===== config.mk =====
export PLATFORM = sky130hd
export DESIGN_NAME = multicycle_control_unit
export DESIGN_NICKNAME = d
export VERILOG_FILES = /design/src/rtl/cpu_pkg.sv /design/src/rtl/ctrl_decode.sv /design/src/rtl/multicycle_control_unit.sv
export SDC_FILE = /design/constraint.sdc
export NUM_CORES = 1
export LEC_CHECK = 0
export ABC_AREA = 1
export BUFFER_PORTS_ARGS = -buffer_cell sky130_fd_sc_hd__buf_2
export CORE_MARGIN = 5
export CORE_UTILIZATION = 40
export DETAILED_ROUTE_END_ITERATION = 6
export GPL_ROUTABILITY_DRIVEN = 1
export PLACE_DENSITY_LB_ADDON = 0.15
export SETUP_SLACK_MARGIN = 0.3
export SYNTH_ARGS = -nofsm -noshare
export SYNTH_HDL_FRONTEND = slang
export SYNTH_SLANG_ARGS = --single-unit

===== constraint.sdc =====
create_clock -name clk -period 1.9 [get_ports clk]
set_input_delay 0.38 -clock clk [delete_from_list [all_inputs] [get_ports clk]]
set_output_delay 0.38 -clock clk [all_outputs]
set_load 0.01 [all_outputs]

===== src/rtl/cpu_pkg.sv =====
// Shared encodings for the multicycle control unit: opcodes, ALU operations,
// FSM states and the decoded-control bundle passed from ctrl_decode to the top.
package cpu_pkg;

  localparam logic [2:0] OP_ADD  = 3'b000;
  localparam logic [2:0] OP_ADDI = 3'b100;
  localparam logic [2:0] OP_SW   = 3'b101;
  localparam logic [2:0] OP_LW   = 3'b110;
  localparam logic [2:0] OP_SLL  = 3'b111;

  localparam logic [1:0] ALUOP_ADD = 2'b00;
  localparam logic [1:0] ALUOP_SLL = 2'b01;

  typedef enum logic [2:0] {
    FETCH,
    DECODE,
    EXEC,
    MEM,
    WB
  } stateT;

  // Everything the FSM needs to know about the captured opcode
  typedef struct packed {
    logic       legal;
    logic       aluSrc;
    logic [1:0] aluOp;
    logic       isLoad;
    logic       isStore;
  } ctrlT;

endpackage


===== src/rtl/ctrl_decode.sv =====
// Purely combinational opcode decoder; the FSM gates these fields by state.
module ctrl_decode
  import cpu_pkg::*;
#(
  parameter int OP_W = 3
) (
  input  logic [OP_W-1:0] opcode,
  output ctrlT            ctrl
);

  // Undefined opcodes fall through with legal=0 and every control cleared
  always_comb begin
    ctrl = '0;
    case (opcode)
      OP_W'(OP_ADD): begin
        ctrl.legal = 1'b1;
        ctrl.aluOp = ALUOP_ADD;
      end
      OP_W'(OP_ADDI): begin
        ctrl.legal  = 1'b1;
        ctrl.aluSrc = 1'b1;
        ctrl.aluOp  = ALUOP_ADD;
      end
      OP_W'(OP_SW): begin
        ctrl.legal   = 1'b1;
        ctrl.aluSrc  = 1'b1;
        ctrl.aluOp   = ALUOP_ADD;
        ctrl.isStore = 1'b1;
      end
      OP_W'(OP_LW): begin
        ctrl.legal  = 1'b1;
        ctrl.aluSrc = 1'b1;
        ctrl.aluOp  = ALUOP_ADD;
        ctrl.isLoad = 1'b1;
      end
      OP_W'(OP_SLL): begin
        ctrl.legal  = 1'b1;
        ctrl.aluSrc = 1'b1;
        ctrl.aluOp  = ALUOP_SLL;
      end
      default: ctrl = '0;
    endcase
  end

endmodule


===== src/rtl/multicycle_control_unit.sv =====
// Five-state multicycle CPU controller: FETCH, DECODE, EXEC, MEM, WB, with a
// bounded memory wait that aborts to FETCH on timeout.
module multicycle_control_unit
  import cpu_pkg::*;
#(
  parameter int INSTR_W     = 8,
  parameter int OP_W        = 3,
  parameter int MEM_TIMEOUT = 15
) (
  input  logic               clk,
  input  logic               rst,
  input  logic [INSTR_W-1:0] instr,
  input  logic               instr_valid,
  input  logic               mem_ready,
  output logic               ir_write,
  output logic               pc_write,
  output logic               RegWrite,
  output logic               ALUsrc,
  output logic               MemRead,
  output logic               MemWrite,
  output logic               MemToReg,
  output logic [1:0]         ALUop,
  output logic               done,
  output logic               illegal,
  output logic               mem_err
);

  localparam int CNT_W = $clog2(MEM_TIMEOUT + 1);

  stateT            state;
  stateT            stateNext;
  logic [OP_W-1:0]  opcode;
  logic [CNT_W-1:0] waitCnt;
  logic             postReset;
  logic             accept;
  logic             memTimeout;
  logic             unusedInstr;
  ctrlT             ctrl;

  ctrl_decode #(
    .OP_W(OP_W)
  ) uDecode (
    .opcode(opcode),
    .ctrl  (ctrl)
  );

  assign unusedInstr = ^instr;

  // The cycle right after reset is kept quiet, so no instruction is accepted then
  assign accept     = (state == FETCH) && instr_valid && !postReset;
  assign memTimeout = (waitCnt == CNT_W'(MEM_TIMEOUT)) && !mem_ready;

  always_ff @(posedge clk) begin
    if (rst) begin
      state     <= FETCH;
      opcode    <= '0;
      waitCnt   <= '0;
      postReset <= 1'b1;
    end else begin
      state     <= stateNext;
      postReset <= 1'b0;
      if (accept) begin
        opcode <= instr[INSTR_W-1 -: OP_W];
      end
      if (state == EXEC) begin
        waitCnt <= '0;
      end else if ((state == MEM) && !mem_ready && !memTimeout) begin
        waitCnt <= waitCnt + 1'b1;
      end
    end
  end

  // A ready in the threshold cycle wins over the timeout
  always_comb begin
    stateNext = state;
    ir_write  = 1'b0;
    pc_write  = 1'b0;
    RegWrite  = 1'b0;
    ALUsrc    = 1'b0;
    MemRead   = 1'b0;
    MemWrite  = 1'b0;
    MemToReg  = 1'b0;
    ALUop     = ALUOP_ADD;
    done      = 1'b0;
    illegal   = 1'b0;
    mem_err   = 1'b0;
    if (!rst && !postReset) begin
      case (state)
        FETCH: begin
          if (accept) begin
            ir_write  = 1'b1;
            pc_write  = 1'b1;
            stateNext = DECODE;
          end
        end
        DECODE: begin
          if (ctrl.legal) begin
            stateNext = EXEC;
          end else begin
            illegal   = 1'b1;
            stateNext = FETCH;
          end
        end
        EXEC: begin
          ALUsrc    = ctrl.aluSrc;
          ALUop     = ctrl.aluOp;
          stateNext = (ctrl.isLoad || ctrl.isStore) ? MEM : WB;
        end
        MEM: begin
          MemRead  = ctrl.isLoad;
          MemWrite = ctrl.isStore;
          if (mem_ready) begin
            if (ctrl.isStore) begin
              done      = 1'b1;
              stateNext = FETCH;
            end else begin
              stateNext = WB;
            end
          end else if (memTimeout) begin
            mem_err   = 1'b1;
            stateNext = FETCH;
          end
        end
        WB: begin
          RegWrite  = 1'b1;
          MemToReg  = ctrl.isLoad;
          done      = 1'b1;
          stateNext = FETCH;
        end
        default: stateNext = FETCH;
      endcase
    end
  end

endmodule


Yosys cells after proc, flatten, opt, wreduce, memory -nomap -nowiden

Index checks and enable logic that the tools add are counted.

Mux-type cells: 39
Reductions and logical operators: 17
$add $sub $neg: 1
Equal/unequal tests: 11

Operators by type and width:

| cell                  | number |
|---|---|
| $mux W1               | 29 |
| $eq A3 B3 Y1 const B  | 5 |
| $mux W3               | 5 |
| $pmux W3 S4           | 1 |
| $eq A3 B2 Y1 const B  | 2 |
| $logic_and A1 B1 Y1   | 6 |
| $logic_not A3 Y1      | 2 |
| $mux W2               | 3 |
| $reduce_or A5 Y1      | 1 |
| $add A4 B1 Y4 const B | 1 |
| $eq A4 B4 Y1 const B  | 1 |
| $logic_not A1 Y1      | 4 |
| $reduce_or A4 Y1      | 1 |
| $eq A3 B1 Y1 const B  | 1 |
| $ne A3 B3 Y1 const B  | 1 |
| $reduce_and A3 Y1     | 1 |
| $ne A2 B2 Y1 const B  | 1 |
| $pmux W1 S2           | 1 |
| $reduce_or A2 Y1      | 1 |
| $logic_or A1 B1 Y1    | 1 |

Word-level logic and storage cells: 72
Output and inout bits: 12
Register bits: 11
Input port bits: 12

Logic depth before layout (Yosys ltp)

Gate-level depths: netlist of the first run.

Depth after elaboration: 6
Depth in mapped cells: 8

By module

Synthesis of the first run repeated with hierarchy kept, for this count alone.

Cells, all modules: 116
Area, all modules: 724.4 um^2

By module, submodules not included:

| module                  | cells each | times used | sequential area each (um^2) | area an instance (um^2) |
|---|---|---|---|---|
| multicycle_control_unit | 105        | 1          | 220.2                       | 678.2 |
| ctrl_decode             | 11         | 1          | 0.0                         | 46.3 |

Worst setup path before layout of the first run

No wires, ideal clock.

Kind: reg2out
Start point: register state[0]
End point: output pc_write
Cell stages (with the launch flop): 7
Data required time: 1520 ps
Path slack: 421 ps
Arrival time: 1099 ps
Path through: dfxtp_1 inv_1 nand2_2 nor2_2 nand2_1 nor2_1 buf_4

Longest elaborated chain between the ends: 6

RTL lines:

| item                             | line                          | source |
|---|---|---|
| from (decl)                      | multicycle_control_unit.sv:30 | `stateT state;` |
| from (signal assigned)           | multicycle_control_unit.sv:60 | `state <= stateNext;` |
| $logic_not A3 Y1 *               | -                             |  |
| $logic_and A1 B1 Y1 (2 in a row) | multicycle_control_unit.sv:50 | `assign accept = (state == FETCH) && instr_valid && !postReset;` |
| $mux W1                          | -                             |  |
| $mux W1 * (2 in a row)           | -                             |  |
| to (decl)                        | multicycle_control_unit.sv:16 | `output logic pc_write,` |

Every way passes the cells marked *; elsewhere a longest branch is shown, timed or not.

Final worst setup path of the first run

Start point: register state[2]
End point: output illegal

Longest elaborated chain between the ends: 3

RTL lines:

| item         | line                          | source |
|---|---|---|
| $eq A3 B1 Y1 | multicycle_control_unit.sv:88 | `case (state)` |
| $mux W1      | multicycle_control_unit.sv:88 |  |
| $mux W1      | multicycle_control_unit.sv:87 | `if (!rst && !postReset) begin` |
| to (decl)    | multicycle_control_unit.sv:24 | `output logic illegal,` |

Every way passes these cells.

==> results of run 1 <==
==> logic make-up after synthesis <==
family                   synth area share
AO/OA/AOI/OAI                      0.1373
XOR/XNOR                          0.01299
adder cells (fa/ha/maj)           0.01855
buffers and inverters              0.1113
flip-flops                         0.3265
other                            0.005561
AND/OR/NAND/NOR                    0.3878
==> power groups by stage <==
stage          Clock, uW  Combinational [uW]  Sequential [uW]
2_1_floorplan          0                41.2              248
3_3_place_gp           0                55.0              249
3_5_place_dp           0                56.2              249
4_1_cts              164                62.7              242
5_1_grt              177                92.7              244
6_report             161                84.2              244
==> per-layer routing <==
layer | vias up | global-route usage
met5 | - | 0
met4 | 0 | 0.06726
met3 | 4 | 0.01744
met2 | 26 | 0.2361
met1 | 320 | 0.1640
li1 | 378 | -
==> synth_stat cells <==
master / instances / area share
a21oi_1: 8 / 0.059
a21oi_2: 2 / 0.026
buf_4: 2 / 0.022
conb_1: 1 / 0.0056
dfxtp_1: 11 / 0.33
ha_1: 1 / 0.019
inv_1: 13 / 0.072
inv_2: 3 / 0.017
nand2_1: 22 / 0.12
nand2_2: 4 / 0.037
nand3_1: 7 / 0.052
nand3_2: 1 / 0.015
nand3_4: 1 / 0.026
nor2_1: 6 / 0.033
nor2_2: 2 / 0.019
nor2_4: 2 / 0.033
nor3_1: 2 / 0.015
nor3_2: 1 / 0.015
nor3b_1: 1 / 0.011
nor4_1: 1 / 0.0093
o21ai_0: 6 / 0.045
o21ai_1: 1 / 0.0074
xnor2_1: 1 / 0.013
==> state kept, by name, indices dropped and copies added (netlist names) <==
register   cells
state          3
opcode         3
postReset      1
waitCnt        4
==> critical path, stage by stage, from the launching register on <==
cell and delay, ns:
dfxtp_4 0.38, nor3_1 0.27, nor3b_2 0.22, buf_2 0.15
==> through the flow <==
stage | setup WS, ns | hold slack, ns | area, um2 | std cells
final | 0.2273 | 0.3394 | 998.5 | 146
after global placement | 0.2740 | 0.4719 | 764.5 | 130
after floorplan | 0.4210 | 0.4077 | 674.4 | 99
after CTS | 0.2649 | 0.3213 | 868.3 | 138
after global routing | 0.1520 | 0.3362 | 998.5 | 146
after detailed placement | 0.2441 | 0.4751 | 764.5 | 130
==> final timing paths <==
path / to / start / slack (ns)
worst max register to register: opcode[0] / state[0] / 0.59
worst min-delay path: postReset / rst / 0.34
worst max-delay path: illegal / state[2] / 0.23
worst min register to register: waitCnt[2] / waitCnt[2] / 0.51
==> what timing repair did <==
| item | CTS | global route |
|---|---|---|
| setup buffers | 4 | 8 |
| pin swaps | 4 | 8 |
| resized for setup | 17 | 17 |
| setup endpoints to repair | 10 | 10 |
==> cell type report <==
type / instances / area (um2) / share of cell area
Clock buffer: 4 / 26.28 / 0.02632
Inverter: 16 / 62.56 / 0.06266
Multi-Input combinational cell: 70 / 466.7 / 0.4674
Sequential cell: 11 / 235.2 / 0.2356
Tap cell: 16 / 20.02 / 0.02005
Timing Repair Buffer: 29 / 187.7 / 0.1880
==> impl_metrics.ini, run 1 <==
[detailed_routing]
dr_wl_met2_um = 808
route.met3.wl_um = 112
drc = 0
routed_wirelength_um = 1723
final_antenna_net_count = 0
routedWlPerCell_um = 11.80
wl_met1_um = 773
dr_total_vias = 728
routed_via_density = 4.986
top_layer_used = met4
dr.pass1.iters = 4
drtIter0Drc = 16

[pwr]
swShare = 0.2809
p_leak_uw = 0.0004470
power.density_nw_per_um2 = 489.4
ir_drop_mv = 0.3944
p_switching_uw = 137.3
power_frac_clock = 0.329
p_seq_frac = 0.499
intPower_uw = 351.4
total_power_uw = 488.6
p_comb_frac = 0.172

[floorplanning]
rows = 14
initial_core_util = 0.4326
die_h_um = 51.06
die_w_um = 51.06
dieArea_um2 = 2607
io_pins = 24
core_um2 = 1559

[timing]
timing.fmax_mhz = 597.8
rsz0062_at_grt = yes
finalSetupTns_ns = 0
slew_violations = 0
hold_violations = 0
finalCriticalPeriod_ns = 1.673
clock_skew_ns = 0.002734
finalCritPeriodShare = 0.8804
setup_viol = 0

[clock_network]
cts-hold-fix-buffers = 0
clk_latency_ns = 0.27
cts_tree = yes
htreeDepth = 1
cts.path.max_buffers = 2
clkSlewWorstSetupHoldPaths_ns = 0.07
numCtsBuffers = 3
cts_sinks = 11
root_buffer = clkbuf_4

[yosys]
postSynthAreaPerCell_um2 = 6.812
yosysSeqAreaShare = 0.3265
syn_area_um2 = 674.4
yosysWarnings = 0
synth_cells = 99
ys_ff_latch = 11
yosys.cell_types.count = 23
synth.net_count = 112

[global_routing]
grt_max_degree = 8
grt_pass1_wl_um = 2725
antenna_found_initial = 0
first_global_vias = 677
overflow = 0
grt_usage = 0.1359

[outcome]
status = complete, no violations

[critical_path]
endpoint_kind = primary output
cp.required_ns = 1.52
critPathLaunchType = register
ff2ff_path_depth = 8
critPathArrivalTime_ns = 1.29
worst-setup-path-type = register to primary output
crit_fanout = 6

[placement]
detailed_place_hpwl_um = 1167
place_congestion = 0.8063
io_buffers = 17

[worst_hold_path]
min_path_cells = 1
hp-class = primary input to register

[finish]
filler_cell_count = 143
layout_commonest_cell = nand2_1
antenna_cells = 0
postLayoutCoreUtil = 0.6404
layout_common_cells = nand2_1 (20), buf_2 (15), buf_4 (12)
drive_gt1_frac = 0.5231
area.growth.synth_to_final_pct = 48.05
layout.nets = 144

[flow_run]
drv_cap = 0
(Power assumes the default switching activity.)
==> run 2, diff against run 1 <==
--- a/config.mk
+++ b/config.mk
@@ -11,7 +11,7 @@
 export CORE_UTILIZATION = 40
 export DETAILED_ROUTE_END_ITERATION = 6
 export GPL_ROUTABILITY_DRIVEN = 1
-export PLACE_DENSITY_LB_ADDON = 0.15
+export PLACE_DENSITY = 0.66
 export SETUP_SLACK_MARGIN = 0.3
 export SYNTH_ARGS = -nofsm -noshare
 export SYNTH_HDL_FRONTEND = slang
==> run 2 against run 1 <==
Critical path depth unchanged. Worst hold slack worse by 0.0041 ns. Clock skew down 0.00067 ns. Cell count down 2.7%. Total power down 1.4%. Non-clock buffer count down 4. Clock-buffer cell count down 1. Worst setup slack worse by 0.014 ns. Sequential power about the same. Register-to-register slack better by 0.02 ns. Sequential share of layout area up 0.53 points. Via count down 1.4%. Largest power group unchanged. Highest routed layer unchanged.
==> impl_metrics.ini, run 2 (synthesis results as in run 1) <==
[finish]
largest-register = waitCnt
layout.nets = 140
filler_cell_count = 134
stdcell_area_um2 = 997.2
drive_gt1_frac = 0.5159
largest_reg_flops = 4
layout_commonest_cell = nand2_1
layout_common_cells = nand2_1 (20), buf_2 (15), inv_1 (9)
largestRegisters = waitCnt: 4 flops, opcode: 3 flops, state: 3 flops
area.growth.synth_to_final_pct = 47.87
antenna_cells = 0
register_area_um2 = 240.2
multi_input_area_um2 = 489.2

[clock_network]
htreeDepth = 1
clkSlewWorstSetupHoldPaths_ns = 0.08
clk_latency_ns = 0.27
cts-hold-fix-buffers = 0
cts.path.max_buffers = 2
root_buffer = clkbuf_4
cts_sinks = 11
cts_tree = yes
numCtsBuffers = 3

[floorplanning]
die_w_um = 51.06
dieArea_um2 = 2607
core_um2 = 1559
io_pins = 24
initial_core_util = 0.4326
die_h_um = 51.06
rows = 14

[detailed_routing]
dr_total_vias = 718
routed_wirelength_um = 1663
routedWlPerCell_um = 11.71
dr.pass1.iters = 4
drc = 0
drtIter0Drc = 16
dr_wl_met2_um = 779
final_antenna_net_count = 0
wl_met1_um = 763
route.met3.wl_um = 106
top_layer_used = met4
routed_via_density = 5.056

[global_routing]
grt_usage = 0.1331
grt_pass1_wl_um = 2635
antenna_found_initial = 0
first_global_vias = 644
overflow = 0
grt_max_degree = 8

[timing]
finalCriticalPeriod_ns = 1.687
setup_viol = 0
finalSetupTns_ns = 0
hold_violations = 0
slew_violations = 0
rsz0062_at_grt = yes
timing.fmax_mhz = 592.7
clock_skew_ns = 0.002060
finalCritPeriodShare = 0.8879

[critical_path]
endpoint_kind = primary output
cp.required_ns = 1.52
crit_fanout = 6
critPathLaunchType = register
worst-setup-path-type = register to primary output
critPathArrivalTime_ns = 1.31

[pwr]
total_power_uw = 481.9
ir_drop_mv = 0.3365
power.density_nw_per_um2 = 483.3
p_leak_uw = 0.0004438

[flow_run]
drv_cap = 0

[placement]
dpl_cell_area_um2 = 764.5
detailed_place_hpwl_um = 1134
place_congestion = 0.7639
io_buffers = 17

[worst_hold_path]
hp-class = primary input to register

[outcome]
status = complete, no violations
==> run 2: metal layers <==
| metal | GRT usage | vias up |
|---|---|---|
| li1 | - | 370 |
| met1 | 0.1596 | 327 |
| met2 | 0.2146 | 19 |
| met3 | 0.05814 | 2 |
| met4 | 0.04036 | 0 |
| met5 | 0 | - |
==> run 2: path summary, 6_finish.rpt <==
kind                    from  cells past startpoint  slack (ns)         end
setup / recovery    state[2]                      3        0.21     illegal
hold / removal           rst                      1        0.34   postReset
setup reg to reg    state[1]                      9        0.61  waitCnt[2]
hold reg to reg   waitCnt[0]                      1        0.47  waitCnt[0]
==> run 2: critical path, cell delays in order (launching register included) <==
cell and delay (ns):
dfxtp_4 0.38, nor3_1 0.26, nor3b_2 0.23, buf_2 0.16
==> run 2: metrics by stage <==
step                      hold WS [ns]  setup slack, ns  std cells  utilization
final                           0.3353           0.2129        142       0.6396
after floorplan                 0.4077           0.4210         99            -
after global routing            0.3270           0.1135        142       0.6396
after global placement          0.4786           0.2026        130       0.4904
after CTS                       0.3197           0.2257        137       0.5650
after detailed placement        0.4772           0.2000        130       0.4904
==> run 2: area by class of cell <==
| type | count | area share |
|---|---|---|
| flip-flops and latches | 11 | 0.2409 |
| well taps | 16 | 0.02008 |
| repair buffers | 25 | 0.1581 |
| multi-input cells | 70 | 0.4906 |
| inverters | 16 | 0.06274 |
| clock inverters | 1 | 0.005019 |
| clock buffers | 3 | 0.02258 |
==> run 2: repair_timing <==
action,4_1_cts,5_1_grt
endpoints found under the setup margin,10,8
endpoints found under the hold margin,0,0
pin swaps,8,7
gates resized for setup,23,17
buffers inserted,3,5
==> run 2: report_power, final <==
| group | internal, uW | switching [uW] |
|---|---|---|
| combinational | 29.7 | 47.9 |
| sequential | 232 | 8.62 |
| clock | 78.0 | 85.6 |
==> run 3, diff against run 2 <==
--- a/config.mk
+++ b/config.mk
@@ -8,10 +8,9 @@
 export ABC_AREA = 1
 export BUFFER_PORTS_ARGS = -buffer_cell sky130_fd_sc_hd__buf_2
 export CORE_MARGIN = 5
-export CORE_UTILIZATION = 40
+export CORE_UTILIZATION = 30
 export DETAILED_ROUTE_END_ITERATION = 6
 export GPL_ROUTABILITY_DRIVEN = 1
-export PLACE_DENSITY = 0.66
 export SETUP_SLACK_MARGIN = 0.3
 export SYNTH_ARGS = -nofsm -noshare
 export SYNTH_HDL_FRONTEND = slang
==> run 3 against run 2 <==
Worst setup slack better by 0.054 ns. Worst hold slack hardly changed. Clock power is essentially flat. Total power down 1.0%. Sequential share of layout area increased by 0.74 points. Via count fell by 2.6%. Cell area down 5.0%. Sequential power hardly changed. Clock-buffer cell count is 1 higher. Largest power group unchanged.
==> impl_metrics.ini, run 3 (synthesis results as in run 1) <==
[outcome]
status = complete, no violations

[floorplanning]
initial_core_util = 0.3108
core_um2 = 2170
die_h_um = 57.41
io_pins = 24
rows = 17
dieArea_um2 = 3296
die_w_um = 57.41

[clock_network]
numCtsBuffers = 3
root_buffer = clkbuf_4
cts_sinks = 11
cts-hold-fix-buffers = 0
cts_tree = yes
cts.path.max_buffers = 2
clkSlewWorstSetupHoldPaths_ns = 0.07
clk_latency_ns = 0.27
htreeDepth = 1

[detailed_routing]
final_antenna_net_count = 0
drc = 0
routedWlPerCell_um = 10.45
dr.pass1.iters = 4
routed_wirelength_um = 1588
dr_total_vias = 699
routed_via_density = 4.599
drtIter0Drc = 13

[critical_path]
endpoint_kind = primary output
crit_fanout = 3
worst-setup-path-type = register to primary output
cp.required_ns = 1.52
ff2ff_path_depth = 8
critPathArrivalTime_ns = 1.25
critPathLaunchType = register

[finish]
largest-register = waitCnt
area.growth.synth_to_final_pct = 40.45
final_cell_count_no_fill = 152
antenna_cells = 0
layout.nets = 138
drive_gt1_frac = 0.4839
largest_reg_flops = 4
largestRegisters = waitCnt: 4 flops, opcode: 3 flops, state: 3 flops
filler_cell_count = 236
layout_commonest_cell = nand2_1
layout_common_cells = nand2_1 (20), buf_2 (17), inv_1 (9)

[placement]
placed_cells = 142
io_buffers = 17
detailed_place_hpwl_um = 1192
place_congestion = 0.7635

[global_routing]
first_global_vias = 661
grt_usage = 0.1033
overflow = 0
grt_pass1_wl_um = 2704
antenna_found_initial = 0
grt_max_degree = 8

[pwr]
power.density_nw_per_um2 = 503.7
ir_drop_mv = 0.3638
p_leak_uw = 0.0004148

[timing]
finalSetupTns_ns = 0
finalCritPeriodShare = 0.8593
rsz0062_at_grt = yes
clock_skew_ns = 0.003491
slew_violations = 0
hold_violations = 0
hold_ws_ns = 0.3352
setup_viol = 0
finalCriticalPeriod_ns = 1.633
timing.fmax_mhz = 612.5

[worst_hold_path]
min_path_cells = 1
hp-class = primary input to register

[flow_run]
drv_cap = 0
==> run 3: final timing paths <==
check            start         end  slack, ns
max          postReset    ALUop[0]       0.27
min                rst   postReset       0.34
max reg2reg   state[1]  waitCnt[2]       0.72
min reg2reg  opcode[2]   opcode[2]       0.51
==> run 3: routing by layer <==
metal / share of wire / global-route usage / vias up
li1: - / - / 364
met1: 0.43 / 0.1173 / 314
met2: 0.50 / 0.1661 / 17
met3: 0.044 / 0.02715 / 4
met4: 0.016 / 0.07285 / 0
met5: 0 / 0 / -
==> run 3: through the flow <==
| step | power (uW) | util | instance area, um2 | setup slack [ns] |
|---|---|---|---|---|
| finish | 477.1 | 0.4366 | 947.2 | 0.2673 |
| floorplan | 289.1 | - | 674.4 | 0.4210 |
| global placement | 304.3 | 0.3593 | 779.5 | 0.2239 |
| global route | 505.9 | 0.4366 | 947.2 | 0.1869 |
| detailed placement | 305.3 | 0.3593 | 779.5 | 0.2077 |
| CTS | 476.5 | 0.4216 | 914.6 | 0.2555 |
==> run 3: final cells by class <==
type                       instances  area [um2]  share of cell area
multi-input combinational         70       454.2              0.4795
sequential                        11       235.2              0.2483
timing repair buffer              23       133.9              0.1413
inverter                          16       62.56             0.06605
tap                               28       35.03             0.03699
clock buffer                       4       26.28             0.02774
==> run 3: report_power, final <==
part           internal, uW  total, uW  switching, uW
Combinational          27.3       71.6           44.3
Clock                  81.3        163           82.1
Sequential              235        242           7.11
Total                   344        477            134
==> run 3: what timing repair did <==
item / 4_1_cts / 5_1_grt
buffers inserted: 5 / 1
pin swaps: 5 / 6
setup endpoints to repair: 10 / 9
gates resized for setup: 25 / 6
==> run 3: critical path: stages, from the launching register on <==
cell	delay, ns
dfxtp_2	0.34
nor2_4	0.14
nand2_1	0.10
nor4_2	0.23
buf_2	0.17
